<file path="src/rtl/mmio_timer_bank_if.sv">
// CPU data-bus view of the timer region: select, write strobe, byte address,
// write data and combinational read data.
interface mmio_timer_bank_if;
  logic        sel;
  logic        we;
  logic [7:0]  addr;
  logic [31:0] wdata;
  logic [31:0] rdata;

  modport master (output sel, we, addr, wdata, input rdata);
  modport slave  (input sel, we, addr, wdata, output rdata);
endinterface

</file>
<file path="src/rtl/mmio_timer_bank.sv">
// Bank of NUM_CH memory-mapped timers sharing the system clock. Each channel has
// a prescaler, count, compare, sticky match flag and periodic/one-shot control.
module mmio_timer_bank #(
  parameter int NUM_CH    = 4,
  parameter int CNT_W     = 32,
  parameter int PRE_W     = 24,
  parameter int RESET_DIV = 1,
  parameter int RESET_EN  = 1
) (
  input  logic                clock,
  input  logic                reset,
  mmio_timer_bank_if.slave    bus,
  output logic                irq
);

  logic [CNT_W-1:0] count_q [NUM_CH];
  logic [PRE_W-1:0] pre_q   [NUM_CH];
  logic [PRE_W-1:0] div_q   [NUM_CH];
  logic [CNT_W-1:0] cmp_q   [NUM_CH];
  logic [NUM_CH-1:0] en_q, periodic_q, oneshot_q, irq_en_q, match_q;

  logic [CNT_W-1:0] next_cnt [NUM_CH];
  logic [NUM_CH-1:0] tick, hit, wr_ch, wr_count;
  logic [3:0]  ch;
  logic [1:0]  reg_idx;
  logic [31:0] rd_data;
  logic        unused_addr_bits;

  assign ch               = bus.addr[7:4];
  assign reg_idx          = bus.addr[3:2];
  assign unused_addr_bits = ^bus.addr[1:0];

  // A divisor of 0 behaves like 1, so the terminal prescale value is then 0.
  always_comb begin
    tick     = '0;
    hit      = '0;
    wr_ch    = '0;
    wr_count = '0;
    for (int i = 0; i < NUM_CH; i++) begin
      next_cnt[i] = count_q[i] + CNT_W'(1);
      tick[i]     = en_q[i] &&
                    (pre_q[i] == ((div_q[i] == '0) ? '0 : div_q[i] - PRE_W'(1)));
      wr_ch[i]    = bus.sel && bus.we && (ch == 4'(i));
      wr_count[i] = wr_ch[i] && (reg_idx == 2'd0);
      hit[i]      = tick[i] && !wr_count[i] && (next_cnt[i] == cmp_q[i]);
    end
  end

  // Bus writes come last so they override the tick/reload/one-shot updates.
  always_ff @(posedge clock) begin
    if (!reset) begin
      for (int i = 0; i < NUM_CH; i++) begin
        count_q[i]    <= '0;
        pre_q[i]      <= '0;
        div_q[i]      <= PRE_W'(RESET_DIV);
        cmp_q[i]      <= '1;
        en_q[i]       <= (RESET_EN != 0);
        periodic_q[i] <= 1'b0;
        oneshot_q[i]  <= 1'b0;
        irq_en_q[i]   <= 1'b0;
        match_q[i]    <= 1'b0;
      end
    end else begin
      for (int i = 0; i < NUM_CH; i++) begin
        if (tick[i]) begin
          pre_q[i]   <= '0;
          count_q[i] <= (hit[i] && periodic_q[i]) ? '0 : next_cnt[i];
        end else if (en_q[i]) begin
          pre_q[i] <= pre_q[i] + PRE_W'(1);
        end
        if (hit[i]) begin
          match_q[i] <= 1'b1;
          if (oneshot_q[i]) en_q[i] <= 1'b0;
        end
        if (wr_ch[i]) begin
          case (reg_idx)
            2'd0: begin
              count_q[i] <= bus.wdata[CNT_W-1:0];
              pre_q[i]   <= '0;
            end
            2'd1: begin
              div_q[i] <= bus.wdata[PRE_W-1:0];
              pre_q[i] <= '0;
            end
            2'd2: cmp_q[i] <= bus.wdata[CNT_W-1:0];
            default: begin
              en_q[i]       <= bus.wdata[0];
              periodic_q[i] <= bus.wdata[1];
              oneshot_q[i]  <= bus.wdata[2];
              irq_en_q[i]   <= bus.wdata[3];
              if (bus.wdata[8] && !hit[i]) match_q[i] <= 1'b0;
            end
          endcase
        end
      end
    end
  end

  always_comb begin
    rd_data = '0;
    if (bus.sel) begin
      for (int i = 0; i < NUM_CH; i++) begin
        if (ch == 4'(i)) begin
          case (reg_idx)
            2'd0:    rd_data = 32'(count_q[i]);
            2'd1:    rd_data = 32'(div_q[i]);
            2'd2:    rd_data = 32'(cmp_q[i]);
            default: rd_data = {23'd0, match_q[i], 4'd0,
                                irq_en_q[i], oneshot_q[i], periodic_q[i], en_q[i]};
          endcase
        end
      end
    end
  end

  assign bus.rdata = rd_data;
  assign irq       = |(match_q & irq_en_q);

endmodule

</file>
<file path="src/flat_wrapper.sv">
// flat-port wrapper written by rule: the top's interface ports become plain ports
module mmio_timer_bank_flat 
#(
  parameter int NUM_CH    = 4,
  parameter int CNT_W     = 32,
  parameter int PRE_W     = 24,
  parameter int RESET_DIV = 1,
  parameter int RESET_EN  = 1
)
  (clock, reset, irq, bus_sel, bus_we, bus_addr, bus_wdata, bus_rdata);
  mmio_timer_bank_if bus_i ();
  input  logic clock;
  input  logic reset;
  output logic irq;
  input wire logic [$bits(bus_i.sel)-1:0] bus_sel;
  input wire logic [$bits(bus_i.we)-1:0] bus_we;
  input wire logic [$bits(bus_i.addr)-1:0] bus_addr;
  input wire logic [$bits(bus_i.wdata)-1:0] bus_wdata;
  output wire logic [$bits(bus_i.rdata)-1:0] bus_rdata;
  assign bus_i.sel = bus_sel;
  assign bus_i.we = bus_we;
  assign bus_i.addr = bus_addr;
  assign bus_i.wdata = bus_wdata;
  assign bus_rdata = bus_i.rdata;
  mmio_timer_bank #(.NUM_CH(NUM_CH), .CNT_W(CNT_W), .PRE_W(PRE_W), .RESET_DIV(RESET_DIV), .RESET_EN(RESET_EN)) u_core (.clock(clock), .reset(reset), .bus(bus_i), .irq(irq));
endmodule
</file>
<file path="config.mk">
export PLATFORM = sky130hd
export DESIGN_NAME = mmio_timer_bank_flat
export DESIGN_NICKNAME = d
export VERILOG_FILES = /design/src/rtl/mmio_timer_bank_if.sv /design/src/rtl/mmio_timer_bank.sv /design/src/flat_wrapper.sv
export SDC_FILE = /design/constraint.sdc
export NUM_CORES = 1
export LEC_CHECK = 0
export BUFFER_PORTS_ARGS = -buffer_cell sky130_fd_sc_hd__buf_2
export CAP_MARGIN = 10
export CORE_ASPECT_RATIO = 1.2
export CORE_MARGIN = 3
export CORE_UTILIZATION = 58
export DETAILED_ROUTE_END_ITERATION = 6
export HOLD_SLACK_MARGIN = 0.1
export PLACE_DENSITY = 0.78
export REMOVE_ABC_BUFFERS = 1
export SKIP_LAST_GASP = 1
export SYNTH_ARGS = -nofsm -noshare
export SYNTH_HDL_FRONTEND = slang
export SYNTH_SLANG_ARGS = --single-unit
</file>
<file path="constraint.sdc">
create_clock -name clock -period 4.8 [get_ports clock]
set_input_delay 0.48 -clock clock [delete_from_list [all_inputs] [get_ports clock]]
set_output_delay 0.48 -clock clock [all_outputs]
set_load 0.005 [all_outputs]
</file>
Yosys cells after proc, flatten, opt, wreduce, memory -nomap -nowiden
Memories as Yosys holds them, arrays and structs flattened.
Index checks and enable logic that the tools add are counted.
{"block": "totals", "in_bits": 44, "ram_bits": 448, "output_inout_bits": 33, "rom_bits": 0, "register_bits": 20, "word_cells": 275, "memories": 4, "latchBits": 0}
{"block": "classes", "n_shift": 0, "div": 0, "mul": 0, "n_bitwise": 34, "n_addsub": 12, "reduce_logical": 49, "magnitude_cmp": 0, "mux": 149, "n_eq_ne": 13}
{"name": "u_core.cmp_q", "words": 4, "word_bits": 32, "read_ports": 4, "rd_clocked_by_memory_dff": 0, "wr": 4, "line_no": "mmio_timer_bank.sv:19", "text": "logic [CNT_W-1:0] cmp_q [NUM_CH];"}
{"name": "u_core.count_q", "words": 4, "word_bits": 32, "read_ports": 4, "rd_clocked_by_memory_dff": 0, "wr": 4, "line_no": "mmio_timer_bank.sv:16", "text": "logic [CNT_W-1:0] count_q [NUM_CH];"}
{"name": "u_core.div_q", "words": 4, "word_bits": 24, "read_ports": 4, "rd_clocked_by_memory_dff": 0, "wr": 4, "line_no": "mmio_timer_bank.sv:18", "text": "logic [PRE_W-1:0] div_q [NUM_CH];"}
{"name": "u_core.pre_q", "words": 4, "word_bits": 24, "read_ports": 4, "rd_clocked_by_memory_dff": 0, "wr": 4, "line_no": "mmio_timer_bank.sv:17", "text": "logic [PRE_W-1:0] pre_q [NUM_CH];"}
{"op": "32-bit 2-to-1 mux", "n": 21}
{"op": "24-bit 2-to-1 mux", "n": 24}
{"op": "32-bit case mux with 3 select lines", "n": 4}
{"op": "32-bit by 1-bit adder with 32-bit output (second input constant)", "n": 4}
{"op": "32-bit equality test", "n": 4}
{"op": "1-bit 2-to-1 mux", "n": 100}
{"op": "24-bit by 1-bit adder with 24-bit output (second input constant)", "n": 4}
{"op": "24-bit equality test", "n": 4}
{"op": "24-bit logical NOT", "n": 4}
{"op": "24-bit by 1-bit subtractor with 24-bit output (second input constant)", "n": 4}
{"op": "1-bit bitwise OR", "n": 32}
{"op": "1-bit logical AND", "n": 29}
{"op": "4-bit by 2-bit equality test with 1-bit output (second input constant)", "n": 2}
{"op": "1-bit logical NOT", "n": 8}
{"op": "2-bit AND reduction", "n": 4}
{"op": "4-bit bitwise AND", "n": 1}
{"op": "4-bit by 1-bit equality test with 1-bit output (second input constant)", "n": 1}
{"op": "4-bit logical NOT", "n": 1}
{"op": "4-bit OR reduction", "n": 1}
{"op": "3-bit OR reduction", "n": 1}
{"op": "2-bit by 1-bit equality test with 1-bit output (second input constant)", "n": 1}
{"op": "2-bit equality test (second input constant)", "n": 1}
{"op": "2-bit logical NOT", "n": 1}
{"op": "1-bit inverter", "n": 1}

Depth between registers and ports, before layout
Gate-level depths: netlist of the first run.
{"block": "logic_depth", "ltp_word": 11, "mapped_depth": 15, "depth_no_buf": 11}

Least setup slack after synthesis of the first run
No wires, ideal clock.
{"block": "synth_timing", "kind": "register to register", "from": "memory u_core.div_q[1][0], in the netlist u_core.div_q[0][24]", "to": "memory u_core.count_q[1][0], enable pin", "required_ns": 4.372, "path_buffers": 1, "synth_period_minus_slack_ns": 4.767, "path_stages_with_launch": 11, "setup_time_ns": 0.428, "arrival_ns": 4.339, "setup_slack_ns": 0.033, "path_cell_list": "edfxtp_1 -> inv_1 -> ha_1 -> or3b_2 -> nor4_1 -> and2_1 -> clkbuf_1 -> o211ai_1 -> nor4_2 -> nand4_2 -> o21bai_1"}
{"item": "from (decl)", "line_no": "mmio_timer_bank.sv:18"}
{"item": "to (decl)", "line_no": "mmio_timer_bank.sv:16"}

==> metrics, run 1 <==
Row Count=97; TritonCTS clock tree=yes; worst-margin pin slew=1.250 ns; list of most frequent post-synthesis cells=sky130_fd_sc_hd__edfxtp_1, sky130_fd_sc_hd__nand2_1, sky130_fd_sc_hd__nor2_1; cell types with the largest area share after synthesis=sky130_fd_sc_hd__edfxtp_1, sky130_fd_sc_hd__xnor2_1, sky130_fd_sc_hd__xor2_1; WS Path Type=register to register; internal portion of total power=7.407 mW; Routed WL=125,300 um; overall power after layout=10.25 mW; Post-CTS Setup Bufs=0; mux contribution to synthesized area=4.769%; Num CTS Buffers=51; Die H=272.6 um; Fmax=230.2 MHz; Synth Area per Inst=9.460 um2; setup violators final=0; DRC viols=0; commonest register cell after synthesis=sky130_fd_sc_hd__edfxtp_1; Placer Congestion=1.054; leftover overflow at the end of global routing=0; routed wire length per instance=28.34 um; non-filler instance count after layout=4,420; first-iteration detailed-routing DRC count=4,079; simple logic cell fraction of the synthesized area=25.48%; CTS HTree Levels=2; net switching fraction of the power=27.76%; number of sinks handled by clock tree synthesis=468; arithmetic-cell share of the synthesized area counting full adders, half adders and majority gates=0.4372%; number of standard cells after synthesis=3,630; area share of xor/xnor cells in the synthesized design=10.74%; vias per cell=7.085; number of enable-type register cells in the synthesized netlist=448; Max-Cap Viols=0; fraction of final layout cells with drive strength greater than 1=10.79%; setup slack after layout=0.4567 ns; maximum number of pins on one net before global-route repair=75; count of fill cells added during filler insertion=4,939; number of search-and-repair iterations in the first detailed-routing pass=7; Crit. End Element=register; Die ar.=0.06218 mm2; switching power summed over all nets=2.847 mW; Core Area=0.05850 mm2; Antenna Violating Nets Remaining=0; final hold vios=0; class of the tightest hold or removal check=input port to register; Max Slew Vio Count=0; clock transition at the registers of the reported paths=0.06 ns; number of placed cells counting well taps=4,315; cell chosen for the clock root=sky130_fd_sc_hd__clkbuf_16; Async SR Flop Fraction=0%; max_slew headroom=16.33%; CP Data Required Time=5.13 ns; outcome=finished, final reports clean; Die Width=228.1 um; sequential fraction of design power=47.7%; first-pass GRT wire length=186,200 um; main combinational cell family by area after synthesis=simple AND/OR/NAND/NOR gates; top cell type by total area after synthesis=sky130_fd_sc_hd__edfxtp_1; sequential share of the synthesized area=40.34%; vias in the first global route=29,170; post-synth top area share=39.18%; worst skew pair latency=0.63 ns; synth unique cells=98; number of synthesized register bits=468; unrepaired setup endpoints after global routing=no; effective utilization at floorplan=58.70%; Tcrit/Tclk final=90.48%; Period minus WS final=4.343 ns; arrival time of data at the critical path endpoint=4.67 ns; post-detail-place hpwl=88,720 um; antenna violations before repair=8; Fin Clk Skew=0.03579 ns; quantity of I/O buffers inserted on ports=74; worst slack after detailed placement=0.5145 ns; via count=31,320; clk buf depth=3; power density of the placed cells=274.9 mW/mm2; total routing usage reported by global routing=39.25%; count of nets after finishing=3,632; worst hold-check slack=0.3432 ns; leakage component of the power=12.15 nW; logic gate share of total power=12.0%; crit start category=register; most instantiated library cell after synthesis=sky130_fd_sc_hd__edfxtp_1; utilization of the core after routing=63.76%; total of warnings raised by yosys=0; hold-fix buffer count after cts=0; synthesis-to-finish area growth=8.621%; number of gates given a new drive strength after cts=0; maximum fanout along the worst path=32; netlist area before placement=0.03434 mm2; Top-Level Pins=77; share of the synthesized area in compound gates (AO/OA/AOI/OAI)=14.27%; part of the power in the clock network=40.2%; peak supply drop=0.3015 mV
==> final cells by class <==
class / instances / area [um2] / area share (%)
Multi-Input combinational cell: 2817 / 19270 / 51.65
Sequential cell: 468 / 13850 / 37.14
Clock buffer: 58 / 1324 / 3.549
Timing Repair Buffer: 183 / 1247 / 3.344
Tap cell: 792 / 991.0 / 2.657
Clock inverter: 35 / 382.9 / 1.026
Inverter: 55 / 206.4 / 0.5535
Antenna cell: 12 / 30.03 / 0.08050
==> worst paths after layout <==
kind | startpoint | to | slack (ns) | cells after the start
worst max register to register | u_core.count_q[1][0] | u_core.count_q[1][1] | 0.46 | 11
worst min register to register | u_core.oneshot_q[3] | u_core.oneshot_q[3] | 0.51 | 2
worst max-delay path | u_core.count_q[1][0] | u_core.count_q[1][1] | 0.46 | 11
worst min-delay path | bus_wdata[30] | u_core.cmp_q[3][30] | 0.34 | 2
==> logic make-up (layout without fill, tap and decap cells) <==
family                   count (synthesis)  after routing
AND/OR/NAND/NOR                       1622           1622
AO/OA/AOI/OAI                          660            660
other                                    0             12
XOR/XNOR                               385            385
flip-flops                             468            468
buffers and inverters                  345            331
multiplexers                           138            138
adder cells (fa/ha/maj)                 12             12
==> placed cells by master (no fill, tap or decap), drive strengths merged, types with 37 or more instances in the layout <==
master  count
clkbuf     58
and3       38
edfxtp    448
nand3     126
and2      119
o31ai      52
nor2      262
nor3      158
buf       183
o32ai      38
o21ai     154
or4        51
xnor2     206
nand4      98
mux2i     113
inv        59
or3       193
o22ai      37
nand2     310
xor2      156
a21oi      78
nor4       80
==> power groups by stage <==
stage	registers [mW]	logic, mW	clock network [mW]
floorplan	4.88	0.658	0
global placement	4.96	1.18	0
detailed placement	4.96	1.19	0
CTS	4.88	1.19	4.15
global route	4.91	1.28	4.31
finish	4.89	1.23	4.13
==> metrics by stage <==
step | setup TNS (ns) | instance area [um2]
2_1_floorplan | -81.36 | 33190
3_3_place_gp | 0 | 35560
3_5_place_dp | 0 | 35560
4_1_cts | 0 | 37270
5_1_grt | 0 | 37270
6_report | 0 | 37300
==> flip-flops by register name (all words and copies together) (netlist names) <==
signal             cells
u_core.cmp_q         128
u_core.count_q       128
u_core.div_q          96
u_core.en_q            4
u_core.irq_en_q        4
u_core.match_q         4
u_core.oneshot_q       4
u_core.periodic_q      4
u_core.pre_q          96
==> metal layers <==
metal,part of all wire [%],GRT usage [%],vias up
met3,11,7.996,486
met2,44,60.86,2029
li1,-,-,13690
met1,36,49.62,15100
met4,8.5,27.01,6
met5,0.036,0,-
==> worst max-delay path: stages, from the launching register on <==
cell	delay (ns)
sky130_fd_sc_hd__edfxtp_1	0.51
sky130_fd_sc_hd__ha_1	0.42
sky130_fd_sc_hd__nand4_1	0.21
sky130_fd_sc_hd__nor3_1	0.33
sky130_fd_sc_hd__nor3b_1	0.09
sky130_fd_sc_hd__or4b_2	0.65
sky130_fd_sc_hd__a2111oi_0	0.44
sky130_fd_sc_hd__nand3_1	0.18
sky130_fd_sc_hd__nor4_1	0.38
sky130_fd_sc_hd__buf_4	0.20
sky130_fd_sc_hd__a211o_4	0.50
sky130_fd_sc_hd__o22ai_1	0.17
Note: power is estimated with default switching activity, not from simulation.
==> run 2, diff against run 1 <==
RECOVER_POWER = 100   (was not set)
==> run 2 against run 1 <==
The run now ends with design-rule violations, max-capacitance violations, max-slew violations left. Final cell count about the same. Final area decreased by 1.2%. Clock power hardly changed. Worst setup slack lost 0.29 ns. Register-to-register slack got worse by 0.08 ns. Via count is 0.20% lower. Largest cell class unchanged. Maximum frequency decreased by 6.3%. Die area stayed put. First-iteration DRC count is 2.4% higher. Wire length is essentially flat. Combinational power about the same.
==> metrics, run 2 (same netlist as run 1, synthesis figures left out) <==
synthesis-to-finish area growth=7.345%; worst skew pair latency=0.62 ns (about the same); class of the tightest hold or removal check=input port to register; Tcrit/Tclk final=96.60% (+6.1 points); Critical Path Most Common Cell=sky130_fd_sc_hd__clkbuf_2; Placed Instance Area=0.03556 mm2 (unchanged); number of gates given a new drive strength after cts=0 (unchanged); leakage component of the power=11.86 nW (-2.4%); final cell area excluding filler cells=0.03686 mm2 (-1.2%); Antenna Violating Nets Remaining=0 (unchanged); quantity of I/O buffers inserted on ports=74 (unchanged); routed wire length per instance=28.34 um (about the same); clk buf depth=3 (unchanged); cell count along the critical path=7 (-4); vias per cell=7.078 (-0.11%); Die H=272.6 um (unchanged); Fin Clk Skew=0.03564 ns (-0.0001440 ns); crit path cell chain=clkbuf_2 > clkbuf_2 > mux2i_1 > o21ai_0 > a222oi_1 > nor3_1 > clkbuf_1; peak supply drop=0.3023 mV (+0.27%); DRC viols=17 (+17); effective utilization at floorplan=58.70% (unchanged); Period minus WS final=4.637 ns (+0.2936 ns); worst-margin pin slew=2.491 ns (+1.241 ns); fraction of final layout cells with drive strength greater than 1=8.407% (-2.4 points); post-detail-place hpwl=88,720 um (unchanged); first-iteration detailed-routing DRC count=4,178 (+2.4%); Top-Level Pins=77 (unchanged); start point of the critical path=bus_addr[3]; Fmax=215.7 MHz (-6.3%); Row Count=97 (unchanged); maximum fanout along the worst path=27 (-16%); Critical R2R Capture=u_core.count_q[3][16]; worst-path cell with the longest stage delay=sky130_fd_sc_hd__a222oi_1; cell chosen for the clock root=sky130_fd_sc_hd__clkbuf_16; leading cell types in the layout, fill and taps excluded=sky130_fd_sc_hd__edfxtp_1, sky130_fd_sc_hd__nand2_1, sky130_fd_sc_hd__nor2_1; top flop regs=u_core.cmp_q x128, u_core.count_q x128; Max Slew Vio Count=222 (+222); CTS HTree Levels=2 (unchanged); max_slew headroom=-66.07% (-82 points); Core Area=0.05850 mm2 (unchanged); Die ar.=0.06218 mm2 (unchanged); setup total negative slack=0 ns (unchanged); TritonCTS clock tree=yes; cell depth of the worst flop-to-flop path=11 (unchanged); Post-CTS Setup Bufs=0 (unchanged); count of nets after finishing=3,632 (unchanged); clock transition at the registers of the reported paths=0.06 ns (about the same); Placer Congestion=1.054 (unchanged); Crit. End Element=output port; via count=31,260 (-0.20%); antenna violations before repair=9 (+1); Critical Path End=bus_rdata[15]; setup slack after layout=0.1632 ns (-0.2936 ns); Max-Cap Viols=5 (+5); violated checks=design-rule violations, max-capacitance violations, max-slew violations; maximum number of pins on one net before global-route repair=75 (unchanged); unrepaired setup endpoints after global routing=no; utilization of the core after routing=63.01% (-0.75 points); critical path's top delay family=buffers and inverters; total routing usage reported by global routing=39.25% (unchanged); commonest non-fill, non-tap cell in the layout=sky130_fd_sc_hd__edfxtp_1; crit start category=input port; WS Path Type=input port to output port; outcome=complete, but fails checks; power density of the placed cells=277.7 mW/mm2 (+1.0%); Num CTS Buffers=51 (unchanged); Routed WL=125,200 um (about the same); setup violators final=0 (unchanged); reg-to-reg slack, setup=0.38 ns (-0.08 ns); CP Data Required Time=4.32 ns (-0.81 ns); vias in the first global route=29,170 (unchanged); sum of buffers and inverters on the critical path=3 (+2); worst slack after detailed placement=0.5145 ns (unchanged); number of sinks handled by clock tree synthesis=468 (unchanged); leftover overflow at the end of global routing=0 (unchanged); biggest cell delay along the critical path=1.12 ns (+0.47 ns); Die Width=228.1 um (unchanged); hold-fix buffer count after cts=0 (unchanged); number of search-and-repair iterations in the first detailed-routing pass=7 (unchanged); final hold vios=0 (unchanged); arrival time of data at the critical path endpoint=4.16 ns (-0.51 ns); Worst R2R Start=u_core.count_q[3][11]; first-pass GRT wire length=186,200 um (unchanged)
## run 2: area by class of cell
class | count | area [um2]
Fill cell | 5047 | 21640
Clock inverter | 35 | 382.9
Clock buffer | 58 | 1324
Tap cell | 792 | 991.0
Multi-Input combinational cell | 2817 | 18980
Inverter | 55 | 206.4
Sequential cell | 468 | 13850
Antenna cell | 8 | 20.02
Timing Repair Buffer | 183 | 1104
## run 2: worst reg2reg max path, delay by kind of cell, from the launching register on
family / cells / cell delay, ns
xor gates and xnor gates: 1 / 0.20
AOI/OAI and AO/OA: 3 / 0.92
and+or+nand+nor: 5 / 2.00
buffers and inverters: 2 / 0.55
DFF: 1 / 0.50
## run 2: routing by layer
layer,wire (um),up-vias,global-route usage (%)
met3,13230,494,7.996
met4,10630,4,27.01
met5,31,-,0
li1,-,13650,-
met1,45560,15080,49.62
met2,55710,2026,60.86
## run 2: worst min path at each step
stage | slack (ns) | start | depth (start not counted) | endpoint
after detailed placement | 0.49 | u_core.oneshot_q[3] | 2 | u_core.oneshot_q[3]
after CTS | 0.29 | bus_wdata[28] | 2 | u_core.cmp_q[0][28]
after global routing | 0.31 | bus_wdata[30] | 2 | u_core.cmp_q[3][30]
final | 0.33 | bus_wdata[30] | 2 | u_core.cmp_q[3][30]
after global placement | 0.48 | u_core.match_q[2] | 2 | u_core.match_q[2]
after floorplan | 0.46 | u_core.match_q[1] | 2 | u_core.match_q[1]
## run 2: report_power, final
part	switching [mW]	internal, mW
logic	0.803	0.414
clock network	1.76	2.36
registers	0.273	4.62
## run 2: stage by stage
step | total power [mW] | hold slack, ns | std cells
after floorplan | 5.534 | 0.4595 | 3340
after global placement | 6.139 | 0.4825 | 4315
after detailed placement | 6.150 | 0.4915 | 4315
after CTS | 10.22 | 0.2892 | 4408
after global routing | 10.49 | 0.3127 | 4409
final | 10.24 | 0.3263 | 4416
